$ cat src/rtl/i2c_master_byte_ctrl_if.sv
// Command, status and open-drain pad bundle of the byte-level I2C master.
// master: controller side; slave: front end plus bus side.
interface i2c_master_byte_ctrl_if #(
    parameter int PRESCALE_W = 16
);
    logic [PRESCALE_W-1:0] prescale;
    logic                  cmd_valid;
    logic                  cmd_ready;
    logic                  cmd_start;
    logic                  cmd_stop;
    logic                  cmd_write;
    logic                  cmd_read;
    logic [7:0]            tx_data;
    logic                  ack_in;
    logic [7:0]            rx_data;
    logic                  ack_out;
    logic                  done;
    logic                  busy;
    logic                  arb_lost;
    logic                  scl_i;
    logic                  sda_i;
    logic                  scl_o;
    logic                  sda_o;
    logic                  scl_oen;
    logic                  sda_oen;

    modport master (
        input  prescale, cmd_valid, cmd_start, cmd_stop,
        input  cmd_write, cmd_read, tx_data, ack_in,
        input  scl_i, sda_i,
        output cmd_ready, rx_data, ack_out, done, busy, arb_lost,
        output scl_o, sda_o, scl_oen, sda_oen
    );

    modport slave (
        output prescale, cmd_valid, cmd_start, cmd_stop,
        output cmd_write, cmd_read, tx_data, ack_in,
        output scl_i, sda_i,
        input  cmd_ready, rx_data, ack_out, done, busy, arb_lost,
        input  scl_o, sda_o, scl_oen, sda_oen
    );
endinterface

$ cat src/rtl/i2c_master_byte_ctrl.sv
// Byte-level I2C master: START / one byte / STOP sequencing in four
// quarters per bus phase, with clock stretching and arbitration loss.
module i2c_master_byte_ctrl #(
    parameter int PRESCALE_W = 16
) (
    input  logic                   pclk,
    input  logic                   areset,
    i2c_master_byte_ctrl_if.master bus
);
    typedef enum logic [2:0] {
        S_IDLE, S_START, S_BYTE, S_STOP, S_DONE
    } state_t;

    localparam logic [PRESCALE_W-1:0] ONE = 1;

    state_t                r_state;
    logic [PRESCALE_W-1:0] r_pre;
    logic [PRESCALE_W-1:0] r_qcnt;
    logic [1:0]            r_q;
    logic [3:0]            r_bit;
    logic                  r_stop;
    logic                  r_wr;
    logic                  r_rd;
    logic                  r_ack_in;
    logic [7:0]            r_tx;
    logic [7:0]            r_sh;
    logic [7:0]            r_rx;
    logic                  r_scl_oen;
    logic                  r_sda_oen;
    logic                  r_done;
    logic                  r_arb;
    logic                  r_ack_out;

    logic   w_idle;
    logic   w_phase;
    logic   w_hold;
    logic   w_tick;
    logic   w_arb;
    logic   w_b;
    logic   w_p;
    logic   w_drv0;
    logic   w_ent_scl;
    logic   w_ent_sda;
    state_t w_nxt;

    // SDA drive enable for bit b: data bits on write, master ACK on read
    function automatic logic f_drv(input logic [3:0] b, input logic wr,
                                   input logic ack, input logic [7:0] tx);
        if (b == 4'd8) return !wr && !ack;
        return wr && !tx[3'd7 - b[2:0]];
    endfunction

    assign w_idle  = (r_state == S_IDLE);
    assign w_phase = (r_state == S_START) || (r_state == S_BYTE) ||
                     (r_state == S_STOP);
    assign w_hold  = w_phase && (r_q == 2'd1 || r_q == 2'd2) && !bus.scl_i;
    assign w_tick  = (r_qcnt == r_pre) && !w_hold;
    assign w_arb   = !bus.sda_i && !r_sda_oen && (
        (r_state == S_START && (r_q == 2'd1 || r_q == 2'd2)) ||
        (r_state == S_BYTE && r_wr && r_bit != 4'd8 &&
         r_q == 2'd2 && w_tick));

    always_comb begin
        w_b = w_idle ? (bus.cmd_write | bus.cmd_read) : (r_wr | r_rd);
        w_p = w_idle ? bus.cmd_stop : r_stop;
        w_drv0 = w_idle ?
            f_drv(4'd0, bus.cmd_write, bus.ack_in, bus.tx_data) :
            f_drv(4'd0, r_wr, r_ack_in, r_tx);
        w_nxt = S_DONE;
        if (w_idle && bus.cmd_start)
            w_nxt = S_START;
        else if ((w_idle || r_state == S_START) && w_b)
            w_nxt = S_BYTE;
        else if (r_state != S_STOP && w_p)
            w_nxt = S_STOP;
        w_ent_scl = r_scl_oen;
        w_ent_sda = r_sda_oen;
        case (w_nxt)
            S_START: w_ent_sda = 1'b0;
            S_BYTE: begin
                w_ent_scl = 1'b1;
                w_ent_sda = w_drv0;
            end
            S_STOP: begin
                w_ent_scl = 1'b1;
                w_ent_sda = 1'b1;
            end
            default: ;
        endcase
    end

    always_ff @(posedge pclk or negedge areset) begin
        if (!areset) begin
            r_state   <= S_IDLE;
            r_pre     <= '0;
            r_qcnt    <= '0;
            r_q       <= 2'd0;
            r_bit     <= 4'd0;
            r_stop    <= 1'b0;
            r_wr      <= 1'b0;
            r_rd      <= 1'b0;
            r_ack_in  <= 1'b0;
            r_tx      <= 8'h00;
            r_sh      <= 8'h00;
            r_rx      <= 8'h00;
            r_scl_oen <= 1'b0;
            r_sda_oen <= 1'b0;
            r_done    <= 1'b0;
            r_arb     <= 1'b0;
            r_ack_out <= 1'b0;
        end else begin
            r_done <= 1'b0;
            r_arb  <= 1'b0;
            case (r_state)
                S_IDLE: if (bus.cmd_valid) begin
                    r_pre     <= bus.prescale;
                    r_stop    <= bus.cmd_stop;
                    r_wr      <= bus.cmd_write;
                    r_rd      <= bus.cmd_read;
                    r_tx      <= bus.tx_data;
                    r_ack_in  <= bus.ack_in;
                    r_qcnt    <= '0;
                    r_q       <= 2'd0;
                    r_bit     <= 4'd0;
                    r_state   <= w_nxt;
                    r_scl_oen <= w_ent_scl;
                    r_sda_oen <= w_ent_sda;
                    r_done    <= (w_nxt == S_DONE);
                end
                S_DONE: r_state <= S_IDLE;
                default: begin
                    if (w_arb) begin
                        r_state   <= S_DONE;
                        r_done    <= 1'b1;
                        r_arb     <= 1'b1;
                        r_scl_oen <= 1'b0;
                        r_sda_oen <= 1'b0;
                    end else if (w_tick) begin
                        r_qcnt <= '0;
                        r_q    <= r_q + 2'd1;
                        if (r_state == S_BYTE && r_q == 2'd2) begin
                            if (r_bit == 4'd8) begin
                                if (r_wr) r_ack_out <= bus.sda_i;
                            end else if (!r_wr) begin
                                r_sh <= {r_sh[6:0], bus.sda_i};
                                if (r_bit == 4'd7)
                                    r_rx <= {r_sh[6:0], bus.sda_i};
                            end
                        end
                        if (r_q == 2'd0) r_scl_oen <= 1'b0;
                        if (r_q == 2'd1 && r_state == S_START)
                            r_sda_oen <= 1'b1;
                        if (r_q == 2'd2) begin
                            if (r_state == S_STOP) r_sda_oen <= 1'b0;
                            else                   r_scl_oen <= 1'b1;
                        end
                        if (r_q == 2'd3) begin
                            if (r_state == S_BYTE && r_bit != 4'd8) begin
                                r_bit     <= r_bit + 4'd1;
                                r_sda_oen <= f_drv(r_bit + 4'd1, r_wr,
                                                   r_ack_in, r_tx);
                            end else begin
                                r_state   <= w_nxt;
                                r_bit     <= 4'd0;
                                r_scl_oen <= w_ent_scl;
                                r_sda_oen <= w_ent_sda;
                                r_done    <= (w_nxt == S_DONE);
                            end
                        end
                    end else if (!w_hold) begin
                        r_qcnt <= r_qcnt + ONE;
                    end
                end
            endcase
        end
    end

    assign bus.cmd_ready = w_idle;
    assign bus.busy      = !w_idle;
    assign bus.done      = r_done;
    assign bus.arb_lost  = r_arb;
    assign bus.rx_data   = r_rx;
    assign bus.ack_out   = r_ack_out;
    assign bus.scl_o     = 1'b0;
    assign bus.sda_o     = 1'b0;
    assign bus.scl_oen   = r_scl_oen;
    assign bus.sda_oen   = r_sda_oen;
endmodule

$ cat src/flat_wrapper.sv
// flat-port wrapper written by rule: the top's interface ports become plain ports
module i2c_master_byte_ctrl_flat 
#(
    parameter int PRESCALE_W = 16
)
  (pclk, areset, bus_prescale, bus_cmd_valid, bus_cmd_start, bus_cmd_stop, bus_cmd_write, bus_cmd_read, bus_tx_data, bus_ack_in, bus_scl_i, bus_sda_i, bus_cmd_ready, bus_rx_data, bus_ack_out, bus_done, bus_busy, bus_arb_lost, bus_scl_o, bus_sda_o, bus_scl_oen, bus_sda_oen);
  i2c_master_byte_ctrl_if #(.PRESCALE_W(PRESCALE_W)) bus_i ();
  input  logic pclk;
  input  logic areset;
  input wire logic [$bits(bus_i.prescale)-1:0] bus_prescale;
  input wire logic [$bits(bus_i.cmd_valid)-1:0] bus_cmd_valid;
  input wire logic [$bits(bus_i.cmd_start)-1:0] bus_cmd_start;
  input wire logic [$bits(bus_i.cmd_stop)-1:0] bus_cmd_stop;
  input wire logic [$bits(bus_i.cmd_write)-1:0] bus_cmd_write;
  input wire logic [$bits(bus_i.cmd_read)-1:0] bus_cmd_read;
  input wire logic [$bits(bus_i.tx_data)-1:0] bus_tx_data;
  input wire logic [$bits(bus_i.ack_in)-1:0] bus_ack_in;
  input wire logic [$bits(bus_i.scl_i)-1:0] bus_scl_i;
  input wire logic [$bits(bus_i.sda_i)-1:0] bus_sda_i;
  output wire logic [$bits(bus_i.cmd_ready)-1:0] bus_cmd_ready;
  output wire logic [$bits(bus_i.rx_data)-1:0] bus_rx_data;
  output wire logic [$bits(bus_i.ack_out)-1:0] bus_ack_out;
  output wire logic [$bits(bus_i.done)-1:0] bus_done;
  output wire logic [$bits(bus_i.busy)-1:0] bus_busy;
  output wire logic [$bits(bus_i.arb_lost)-1:0] bus_arb_lost;
  output wire logic [$bits(bus_i.scl_o)-1:0] bus_scl_o;
  output wire logic [$bits(bus_i.sda_o)-1:0] bus_sda_o;
  output wire logic [$bits(bus_i.scl_oen)-1:0] bus_scl_oen;
  output wire logic [$bits(bus_i.sda_oen)-1:0] bus_sda_oen;
  assign bus_i.prescale = bus_prescale;
  assign bus_i.cmd_valid = bus_cmd_valid;
  assign bus_i.cmd_start = bus_cmd_start;
  assign bus_i.cmd_stop = bus_cmd_stop;
  assign bus_i.cmd_write = bus_cmd_write;
  assign bus_i.cmd_read = bus_cmd_read;
  assign bus_i.tx_data = bus_tx_data;
  assign bus_i.ack_in = bus_ack_in;
  assign bus_i.scl_i = bus_scl_i;
  assign bus_i.sda_i = bus_sda_i;
  assign bus_cmd_ready = bus_i.cmd_ready;
  assign bus_rx_data = bus_i.rx_data;
  assign bus_ack_out = bus_i.ack_out;
  assign bus_done = bus_i.done;
  assign bus_busy = bus_i.busy;
  assign bus_arb_lost = bus_i.arb_lost;
  assign bus_scl_o = bus_i.scl_o;
  assign bus_sda_o = bus_i.sda_o;
  assign bus_scl_oen = bus_i.scl_oen;
  assign bus_sda_oen = bus_i.sda_oen;
  i2c_master_byte_ctrl #(.PRESCALE_W(PRESCALE_W)) u_core (.pclk(pclk), .areset(areset), .bus(bus_i));
endmodule
$ cat config.mk
export PLATFORM = sky130hd
export DESIGN_NAME = i2c_master_byte_ctrl_flat
export DESIGN_NICKNAME = d
export VERILOG_FILES = /design/src/rtl/i2c_master_byte_ctrl_if.sv /design/src/rtl/i2c_master_byte_ctrl.sv /design/src/flat_wrapper.sv
export SDC_FILE = /design/constraint.sdc
export NUM_CORES = 1
export LEC_CHECK = 0
export ABC_AREA = 1
export BUFFER_PORTS_ARGS = -buffer_cell sky130_fd_sc_hd__buf_2
export CORE_UTILIZATION = 40
export CTS_CLUSTER_SIZE = 20
export DETAILED_ROUTE_END_ITERATION = 16
export GPL_TIMING_DRIVEN = 0
export SYNTH_ARGS = -nofsm -noshare
export SYNTH_HDL_FRONTEND = slang
export SYNTH_SLANG_ARGS = --single-unit
export TNS_END_PERCENT = 1
$ cat constraint.sdc
create_clock -name pclk -period 2.7 [get_ports pclk]
set_input_delay 0.135 -clock pclk [delete_from_list [all_inputs] [get_ports pclk]]
set_output_delay 0.135 -clock pclk [all_outputs]
set_load 0.01 [all_outputs]
Yosys cells after proc, flatten, opt, wreduce, memory -nomap -nowiden
Cells that the tools add are included.
Widths: inputs -> output; s select.
- $add $sub $neg: 4
- $lt $le $gt $ge: 1
- eq/ne operators: 21
- mux-type cells: 65
- bitwise gates (word level): 7
- reduce and logical (&&, ||, !) cells: 53
- operators with widths (cell ; count):
    $mux 16 ; 4
    $mux 1 ; 36
    $pmux 16 s2 ; 1
    $mux 3 ; 8
    $logic_and 1x1->1 ; 20
    $mux 4 ; 5
    $add 16x1->16 const B ; 1
    $eq 16x16->1 ; 1
    $eq 3x2->1 const B ; 4
    $reduce_and 4->1 ; 3
    $reduce_and 6->1 ; 2
    $logic_not 1->1 ; 10
    $eq 4x4->1 const B ; 2
    $pmux 4 s2 ; 1
    $reduce_bool 4->1 ; 2
    $reduce_and 7->1 ; 1
    $eq 3x1->1 const B ; 2
    $eq 3x3->1 const B ; 2
    $mux 2 ; 3
    $ne 3x2->1 const B ; 2
    $pmux 1 s2 ; 3
    $pmux 3 s2 ; 1
    $logic_or 1x1->1 ; 5
    $not 1->1 ; 5
    other kinds (23) ; 27
- register bits after elaboration: 73
- input bits: 34
- output and inout bits: 17
- logic and storage cells: 168

Logic depth before layout (Yosys ltp)
Gate-level depths: netlist (run 1).
- depth in word-level cells: 18
- mapped depth: 15
- gate-level depth less buffers: 15

Least setup slack after synthesis (run 1)
No wires, ideal clock.
- path type: reg2reg
- start: reg u_core.r_bit[0]
- end: reg u_core.r_qcnt[6]
- setup time: 118 ps
- arrival time: 1864 ps
- data required time: 2582 ps
- slack: 718 ps
- cell stages (with the launch flop): 15
- buffers on the path: 2
- clock period less this slack: 1982 ps
- cell sequence: dfrtp_1 > clkbuf_1 > inv_1 > ha_1 > nand3_1 > nand3_1 > nor2_1 > nand4_1 > nand2_1 > nand2_4 > nand2_4 > inv_2 > buf_6 > nand2_1 > o21ai_2
- word-level cells in the longest chain between the ends: 8
- ends and longest elaborated chain (what ; RTL line ; source):
    start, declared ; i2c_master_byte_ctrl.sv:20 ; logic [3:0] r_bit;
    start signal, assigned ; i2c_master_byte_ctrl.sv:159 ; r_bit <= r_bit + 4'd1;
    $ne 4x4->1 ; i2c_master_byte_ctrl.sv:60 ; (r_state == S_BYTE && r_wr && r_bit != 4'd8 &&
    $logic_and 1x1->1 (2 in series) ; i2c_master_byte_ctrl.sv:60 ;
    $logic_and 1x1->1 ; i2c_master_byte_ctrl.sv:61 ; r_q == 2'd2 && w_tick));
    $logic_or 1x1->1 ; i2c_master_byte_ctrl.sv:59 ; (r_state == S_START && (r_q == 2'd1 || r_q == 2'd2)) ||
    $logic_and 1x1->1 ; i2c_master_byte_ctrl.sv:58 ; assign w_arb = !bus.sda_i && !r_sda_oen && (
    $ne 2x1->1 (no line) ; -- ;
    $reduce_and 4->1 (no line) ; -- ;
    end signal, assigned ; i2c_master_byte_ctrl.sv:171 ; r_qcnt <= r_qcnt + ONE;
    end, declared ; i2c_master_byte_ctrl.sv:18 ; logic [PRESCALE_W-1:0] r_qcnt;
No other way between the ends.
A chain may end at the register's enable or synchronous reset.

Worst setup path in the final report (run 1)
- start: reg u_core.r_q[0]
- end: reg u_core.r_bit[1]
- word-level cells in the longest chain between the ends: 11
- ends and longest elaborated chain (what ; RTL line ; source):
    start, declared ; i2c_master_byte_ctrl.sv:19 ; logic [1:0] r_q;
    start signal, assigned ; i2c_master_byte_ctrl.sv:140 ; r_q <= r_q + 2'd1;
    $eq 2x1->1 or $eq 2x2->1 (tied branches) ; i2c_master_byte_ctrl.sv:56, i2c_master_byte_ctrl.sv:59, i2c_master_byte_ctrl.sv:61 ;
    $logic_or 1x1->1 ; i2c_master_byte_ctrl.sv:56, i2c_master_byte_ctrl.sv:59 ;
    $logic_and 1x1->1 (2 in series) ; i2c_master_byte_ctrl.sv:56 ; assign w_hold = w_phase && (r_q == 2'd1 || r_q == 2'd2) && !bus.scl_i;
    $logic_not 1->1 ; i2c_master_byte_ctrl.sv:57 ; assign w_tick = (r_qcnt == r_pre) && !w_hold;
    $logic_and 1x1->1 ; i2c_master_byte_ctrl.sv:57 ;
    $logic_and 1x1->1 ; i2c_master_byte_ctrl.sv:61 ;
    $logic_or 1x1->1 ; i2c_master_byte_ctrl.sv:59 ;
    $logic_and 1x1->1 ; i2c_master_byte_ctrl.sv:58 ;
    $ne 2x1->1 (no line) ; -- ;
    $reduce_and 5->1 (no line) * ; -- ;
Every way passes the cells marked *; elsewhere a longest branch is shown, timed or not.

==> results of run 1 <==
what timing repair did:
action | in CTS | in global routing
endpoints found under the hold margin | 37 | 1
hold buffers | 6 | 1
setup endpoints to repair | 0 | 0
kinds of logic (layout without fill, tap and decap cells):
kind of cell               count (synthesis)  after routing  share of synthesized area [%]
DFF                                       73             73                           44.1
other                                      1              2                         0.0905
and+or+nand+nor                          262            262                           28.0
adders and majority gates                  7              7                           2.11
xor gates and xnor gates                  14             14                           2.96
AOI/OAI and AO/OA                         74             74                           10.7
muxes                                     12             12                           3.26
buffers and inverters                     89            161                           8.79
power by group through the flow:
| stage | Combinational (mW) | Sequential [mW] | Clock [mW] |
|---|---|---|---|
| after floorplan | 1.62 | 1.62 | 0 |
| after global placement | 2.07 | 1.67 | 0 |
| after detailed placement | 2.13 | 1.69 | 0 |
| after CTS | 2.15 | 1.66 | 0.996 |
| after global routing | 2.44 | 1.70 | 1.05 |
| final | 2.14 | 1.67 | 0.983 |
per-stage QoR:
| step | hold WS, ns | cells | worst slack [ns] | cell area (um^2) |
|---|---|---|---|---|
| floorplan | -0.161 | 533 | 0.718 | 4150 |
| global placement | 0.368 | 714 | 0.347 | 4550 |
| detailed placement | 0.123 | 715 | 0.270 | 4580 |
| CTS | 0.000752 | 737 | 0.258 | 4860 |
| global route | 0.00210 | 738 | 0.0156 | 4870 |
| finish | 0.00988 | 738 | 0.274 | 4870 |
cells in the final DEF, fill, tap and decap left out, types with 8 or more instances in the layout:
master / netlist / layout
a21oi_1: 28 / 28
dfrtp_1: 73 / 73
o21ai_0: 25 / 25
nor2_1: 60 / 60
nor3_1: 10 / 10
buf_2: 2 / 49
nand4_1: 8 / 8
nand2_1: 138 / 138
clkbuf_8: 0 / 9
inv_1: 59 / 59
mux2_2: 12 / 12
inv_2: 17 / 17
nand3_1: 29 / 29
o21ai_2: 14 / 14
final cells by class:
class / instances / area (um^2) / share of cell area [%]
buffer: 12 / 73.8 / 1.52
clock buffer: 9 / 124 / 2.55
multi-input combinational: 371 / 1960 / 40.2
inverter: 77 / 290 / 5.97
clock inverter: 7 / 95.1 / 1.95
timing repair buffer: 56 / 333 / 6.84
tap: 133 / 166 / 3.42
sequential: 73 / 1830 / 37.5
synthesized netlist by cell type:
| cell | instances | area (um^2) |
|---|---|---|
| nand2_2 | 4 | 25.0 |
| inv_1 | 59 | 221 |
| nand2_4 | 2 | 22.5 |
| a21oi_1 | 28 | 140 |
| a21oi_2 | 1 | 8.76 |
| o31ai_1 | 1 | 7.51 |
| conb_1 | 1 | 3.75 |
| inv_2 | 17 | 63.8 |
| o21a_1 | 1 | 7.51 |
| or2_2 | 1 | 6.26 |
| nor3_1 | 10 | 50.1 |
| o211ai_1 | 4 | 30.0 |
| buf_4 | 3 | 22.5 |
| nand3b_1 | 2 | 15.0 |
| nor2_1 | 60 | 225 |
| clkinv_2 | 1 | 5.00 |
| nor2_4 | 3 | 33.8 |
| nand3b_4 | 1 | 20.0 |
| o21ai_0 | 25 | 125 |
| clkbuf_1 | 5 | 18.8 |
| buf_2 | 2 | 10.0 |
| nand4_1 | 8 | 50.1 |
| nand3_4 | 2 | 35.0 |
| nor2_2 | 1 | 6.26 |
| nor3_2 | 1 | 10.0 |
| xnor2_1 | 7 | 61.3 |
| dfrtp_1 | 73 | 1830 |
| o21ai_2 | 14 | 123 |
| nand2_1 | 138 | 518 |
| ha_1 | 7 | 87.6 |
| mux2_2 | 12 | 135 |
| nand3_1 | 29 | 145 |
| buf_6 | 2 | 22.5 |
| xor2_1 | 7 | 61.3 |
layer usage:
metal	wire (um)	up-vias
met5	0	-
met4	156	0
met3	450	16
met2	4480	79
met1	5080	1687
li1	-	1820
flip-flops by register name (all words and copies together) (netlist names), 2 cells and up:
register	cells
u_core.bus.rx_data	8
u_core.r_bit	4
u_core.r_pre	16
u_core.r_q	2
u_core.r_qcnt	16
u_core.r_sh	7
u_core.r_state	3
u_core.r_tx	8
worst min path at each step:
stage	end	slack [ns]	from	cells after the start
after floorplan	u_core.bus.ack_out	-0.16	areset	0
after global placement	u_core.r_pre[7]	0.37	bus_prescale[7]	2
after detailed placement	u_core.r_pre[7]	0.12	areset	1
after CTS	u_core.r_pre[11]	0.0008	bus_prescale[11]	2
after global routing	u_core.r_pre[6]	0.002	bus_prescale[6]	2
final	u_core.r_pre[10]	0.01	bus_prescale[10]	2
==> summary.txt, run 1 <==
Timing
  • Fin. Hold Viols: 0
  • Setup TNS: 0 ns
  • Final min period: 2.43 ns
  • Final worst-path cycle share: 89.9%
  • Measured slew at the worst slew-check pin: 0.526 ns
  • Slew margin rel.: 64.9%
  • RSZ-0062 raised after global routing: false
  • Clock Skews: 0.00742 ns
  • Final setup violation count: 0
  • Fmax: 412 MHz
  • Slew Limit Fails: 0

Die
  • Starting Density: 41.8%
  • Total core area: 9910 um^2
  • Rows: 36
  • Die span in y: 104 um
  • Die area: 10800 um^2
  • Top Ports: 51
  • Die Wd: 104 um

Worst setup path
  • CP max stage delay: 0.39 ns
  • Reg-to-reg critical path startpoint: u_core.r_q[0]
  • Critical Path End Type: flip-flop
  • Number of cells on the worst reg-to-reg path: 15
  • Worst Setup SP: u_core.r_q[0]
  • Critical path buffer and inverter count: 3
  • Worst path depth: 15
  • Largest fanout on the critical path: 9
  • Worst setup path endpoint: u_core.r_bit[1]
  • Crit-path slowest cell: dfrtp_1
  • Crit path arrival time: 2.68 ns
  • CP delay by family, top: simple AND/OR/NAND/NOR gates
  • WS Path Type: reg -> reg
  • Worst path required time: 2.96 ns
  • Critical path cell sequence: inv_1 > ha_1 > inv_1 > nor2_1 > nand3_1 > nand2_1 > nor2_4 > nand4_1 > nand2_1 > nand2_4 > nand2_1 > nor2_2 > inv_2 > nand2_1 > nand2_1
  • FF-to-FF End: u_core.r_bit[1]
  • R2R Setup Slk: 0.27 ns
  • Cell mode on critical path: nand2_1
  • Startpoint types: flip-flop

Power
  • Comb pwr share: 44.7%
  • Net switching power: 2.08 mW
  • Sw frac: 43.5%
  • Static Leak: 2.38 nW
  • Clock power frac: 20.5%
  • Internal power: 2.71 mW
  • Sequential power share: 34.8%
  • VDD IR max: 0.000552 V
  • Tot Pwr: 4.79 mW
  • Pwr/cell area: 985 nW/um^2

Layout
  • Layout cells sized above 1: 21.8%
  • Synth-to-layout area growth: 17.4%
  • Finished Core Util: 49.1%
  • Ant diodes: 0
  • Layout fillers: 993
  • Final #Nets: 641

Synth
  • Sequential fraction of the synthesis area: 44.1%
  • Yosys reg bits: 73
  • Post-Syn Instances: 532
  • Cell Area, Synth: 4140 um^2
  • Syn Area/Cell: 7.79 um^2
  • Synth Warn #: 0
  • Count of cell types in the netlist: 34

Placed design
  • Post-DP HPWL: 7.63 mm
  • IO Port Bufs: 48
  • Gpl congestion: 0.892

Clock tree
  • Clk Tree Root Cell: clkbuf_8
  • CTS buffer count: 9
  • CTS tree: done
  • # Post-CTS Setup Buffers: 0
  • Post-cts resize count: 0
  • Clock Tree Buf Depth: 2
  • Reg clk slew, reported paths: 0.09 ns
  • Worst-skew pair later-pin latency: 0.36 ns
  • Clock sinks: 73
  • H-tree levels: 3

Global routing
  • Met3 usage: 3.15%
  • Largest net degree at the start of global routing: 42
  • Total global routing overflow: 0
  • Global route hottest layer: met2
  • Total GRT Usage: 20.6%
  • Vias in the first global route: 3557
  • GR met1 Demand/Resource: 29.2%
  • Initial antenna violation count: 0
  • GR Layer Usage met2: 31.4%
  • Global-route wire length before repair: 17.4 mm

Run
  • Maxcap violations: 0

Detailed routing
  • WL final: 10.2 mm
  • Drt first pass iters: 4
  • WL per Instance: 13.8 um
  • Starting DRT DRC Count: 187
  • DRC: 0
  • Antenna Nets Post-Route: 0
  • Vias/cell: 4.88
  • Via count: 3602

Run status
  • Status: finished clean

Worst hold path
  • Hold Crit Class: in -> reg
Power figures use the tool's default switching activity.
==> inputs of run 2 (changes only) <==
--- a/config.mk
+++ b/config.mk
@@ -7,10 +7,11 @@
 export LEC_CHECK = 0
 export ABC_AREA = 1
 export BUFFER_PORTS_ARGS = -buffer_cell sky130_fd_sc_hd__buf_2
-export CORE_UTILIZATION = 40
+export CORE_UTILIZATION = 58
 export CTS_CLUSTER_SIZE = 20
 export DETAILED_ROUTE_END_ITERATION = 16
 export GPL_TIMING_DRIVEN = 0
+export PLACE_DENSITY = 0.8
 export SYNTH_ARGS = -nofsm -noshare
 export SYNTH_HDL_FRONTEND = slang
 export SYNTH_SLANG_ARGS = --single-unit
==> run 2 against run 1 <==
Clock power grew 8%. Largest power group unchanged. Critical path type unchanged. Register-to-register slack is essentially flat. Setup slack lost 0.0021 ns. Core utilization grew 21 points. Clock skew grew 0.00085 ns. Final area shrank 1.4%. Combinational power is essentially flat. Clock-buffer cell count is the same. Routed wire length shrank 4.7%. Final cell count shrank 5.7%. Highest routed layer unchanged. Largest cell class unchanged.
==> summary.txt, run 2 (synthesis results as in run 1) <==
Run status
  • Status: finished clean

Timing
  • Clock Skews: 0.00828 ns (+0.000854 ns)
  • Slew margin rel.: 64.8% (-0.11 points)
  • Final min period: 2.43 ns (+0.00208 ns)
  • Measured slew at the worst slew-check pin: 0.528 ns (+0.00162 ns)
  • Fmax: 412 MHz (about the same)
  • Slew Limit Fails: 0 (unchanged)
  • Setup TNS: 0 ns (unchanged)
  • Final setup violation count: 0 (unchanged)
  • Final worst-path cycle share: 89.9% (about the same)
  • Fin. Hold Viols: 0 (unchanged)
  • RSZ-0062 raised after global routing: false

Power
  • VDD IR max: 0.000666 V (+21%)
  • Static Leak: 2.38 nW (-0.13%)
  • Pwr/cell area: 1020 nW/um^2 (+3.2%)

Layout
  • Ant diodes: 0 (unchanged)
  • Layout fillers: 558 (-44%)
  • Largest registers: u_core.r_pre: 16 flops, u_core.r_qcnt: 16 flops
  • Most frequent cells in the layout: nand2_1 (138), dfrtp_1 (73), nor2_1 (60)
  • Multi-input logic area: 1960 um^2 (unchanged)
  • Final #Nets: 636 (-0.78%)
  • Synth-to-layout area growth: 15.8%
  • Commonest non-fill, non-tap cell in the layout: nand2_1
  • Sequential Area: 1830 um^2 (unchanged)
  • Non-filler instance count after layout: 696 (-5.7%)
  • Layout cells sized above 1: 22.0% (+0.18 points)

Global routing
  • Initial antenna violation count: 0 (unchanged)
  • Vias in the first global route: 3386 (-4.8%)
  • Total GRT Usage: 27.2% (+6.7 points)
  • Global-route wire length before repair: 15.5 mm (-11%)
  • Largest net degree at the start of global routing: 49 (+17%)
  • Total global routing overflow: 0 (unchanged)

Clock tree
  • H-tree levels: 3 (unchanged)
  • Clock sinks: 73 (unchanged)
  • Clk Tree Root Cell: clkbuf_8
  • # Post-CTS Setup Buffers: 0 (unchanged)
  • CTS buffer count: 9 (unchanged)
  • Reg clk slew, reported paths: 0.08 ns (about the same)
  • CTS tree: done
  • Post-CTS Hold Fix Bufs: 2 (-4)
  • Post-cts resize count: 0 (unchanged)
  • Clock Tree Buf Depth: 2 (unchanged)
  • Worst-skew pair later-pin latency: 0.36 ns (about the same)

Worst setup path
  • Critical Path End Type: flip-flop
  • Largest fanout on the critical path: 10 (+1)
  • R2R Setup Slk: 0.27 ns (about the same)
  • CP max stage delay: 0.39 ns (about the same)
  • Crit-path slowest cell: dfrtp_1
  • Worst path required time: 2.95 ns (about the same)
  • WS Path Type: reg -> reg
  • Reg-to-reg critical path startpoint: u_core.r_bit[0]
  • Crit path arrival time: 2.67 ns (about the same)
  • Startpoint types: flip-flop
  • Critical path cell sequence: clkbuf_1 > inv_1 > ha_1 > nand3_1 > nand3_1 > nor2_1 > nand4_1 > nand2_1 > nand2_4 > nand2_4 > inv_2 > buf_6 > nand2_1 > o21ai_2
  • Worst Setup SP: u_core.r_bit[0]

Run
  • Maxcap violations: 0 (unchanged)

Worst hold path
  • Hold Crit Class: in -> reg
  • Hold Path Origin: bus_prescale[15]

Detailed routing
  • Vias/cell: 5.23 (+7.2%)
  • Antenna Nets Post-Route: 0 (unchanged)
  • Via count: 3641 (+1.1%)
  • WL per Instance: 13.9 um (+1.0%)
  • WL final: 9.68 mm (-4.7%)
  • Starting DRT DRC Count: 272 (+45%)
  • DRC: 0 (unchanged)
  • Drt first pass iters: 5 (+1)

Placed design
  • IO Port Bufs: 48 (unchanged)
  • Total placed cells including tap cells: 678 (-5.2%)
  • Gpl congestion: 0.930 (+4.3%)
  • Post-DP HPWL: 6.94 mm (-9.1%)

Die
  • Rows: 30 (-17%)
  • Starting Density: 60.7% (+19 points)
  • Die span in y: 86.5 um (-17%)
  • Top Ports: 51 (unchanged)
  • Die Wd: 86.5 um (-17%)
  • Die area: 7490 um^2 (-30%)
  • Total core area: 6830 um^2 (-31%)
[run 2: cell types whose count changed in the layout (fill, tap and decap cells not counted)]
cell / delta
buf_12: -1
buf_16: +1
bufinv_16: +1
clkinv_4: -1
clkinvlp_4: -1
dlygate4sd3_1: -5
inv_6: +1
[run 2: path summary, 6_finish.rpt]
path                                          to  cells after the start
setup reg to reg                u_core.r_qcnt[4]                     14
hold reg to reg            u_core.bus.rx_data[5]                      2
hold / removal                  u_core.r_pre[15]                      2
max in group asynchronous        u_core.r_bit[0]                      3
min in group asynchronous       u_core.r_pre[13]                      2
setup / recovery                u_core.r_qcnt[4]                     14
[run 2: where the power goes]
| group | switching, mW | leakage, nW | internal (mW) |
|---|---|---|---|
| logic | 1.37 | 1.33 | 0.775 |
| clock network | 0.447 | 0.124 | 0.616 |
| registers | 0.262 | 0.929 | 1.41 |
| total | 2.08 | 2.38 | 2.80 |
[run 2: worst max-delay path, delay by kind of cell (launching register included)]
family / cells / cell delay, ns
AOI/OAI and AO/OA: 1 / 0.05
and+or+nand+nor: 8 / 0.99
adders and majority gates: 1 / 0.21
buffers and inverters: 4 / 0.69
DFF: 1 / 0.39
[run 2: metrics by stage]
step,hold slack (ns),setup WS [ns],util (%),total power [mW],cell area (um^2)
CTS,0.000466,0.315,70.3,4.86,4800
global route,0.0109,0.0273,70.3,5.23,4800
finish,0.00711,0.272,70.3,4.87,4800
global placement,0.369,0.363,66.0,3.71,4510
detailed placement,0.0757,0.333,66.4,3.79,4540
floorplan,-0.161,0.718,-,3.24,4150
[run 2: metal layers]
layer	wire length, um	part of all wire (%)	track usage [%]
met3	548	5.7	5.14
met5	0	0	0
met1	4550	47	38.1
met2	4450	46	42.4
met4	142	1.5	10.2
[run 2: cell type report]
type	count	area share (%)
clock inverters	7	2.45
well taps	96	2.50
clock buffers	9	2.58
inverters	77	6.05
multi-input cells	371	40.8
repair buffers	51	6.05
plain buffers	12	1.54
flip-flops and latches	73	38.1
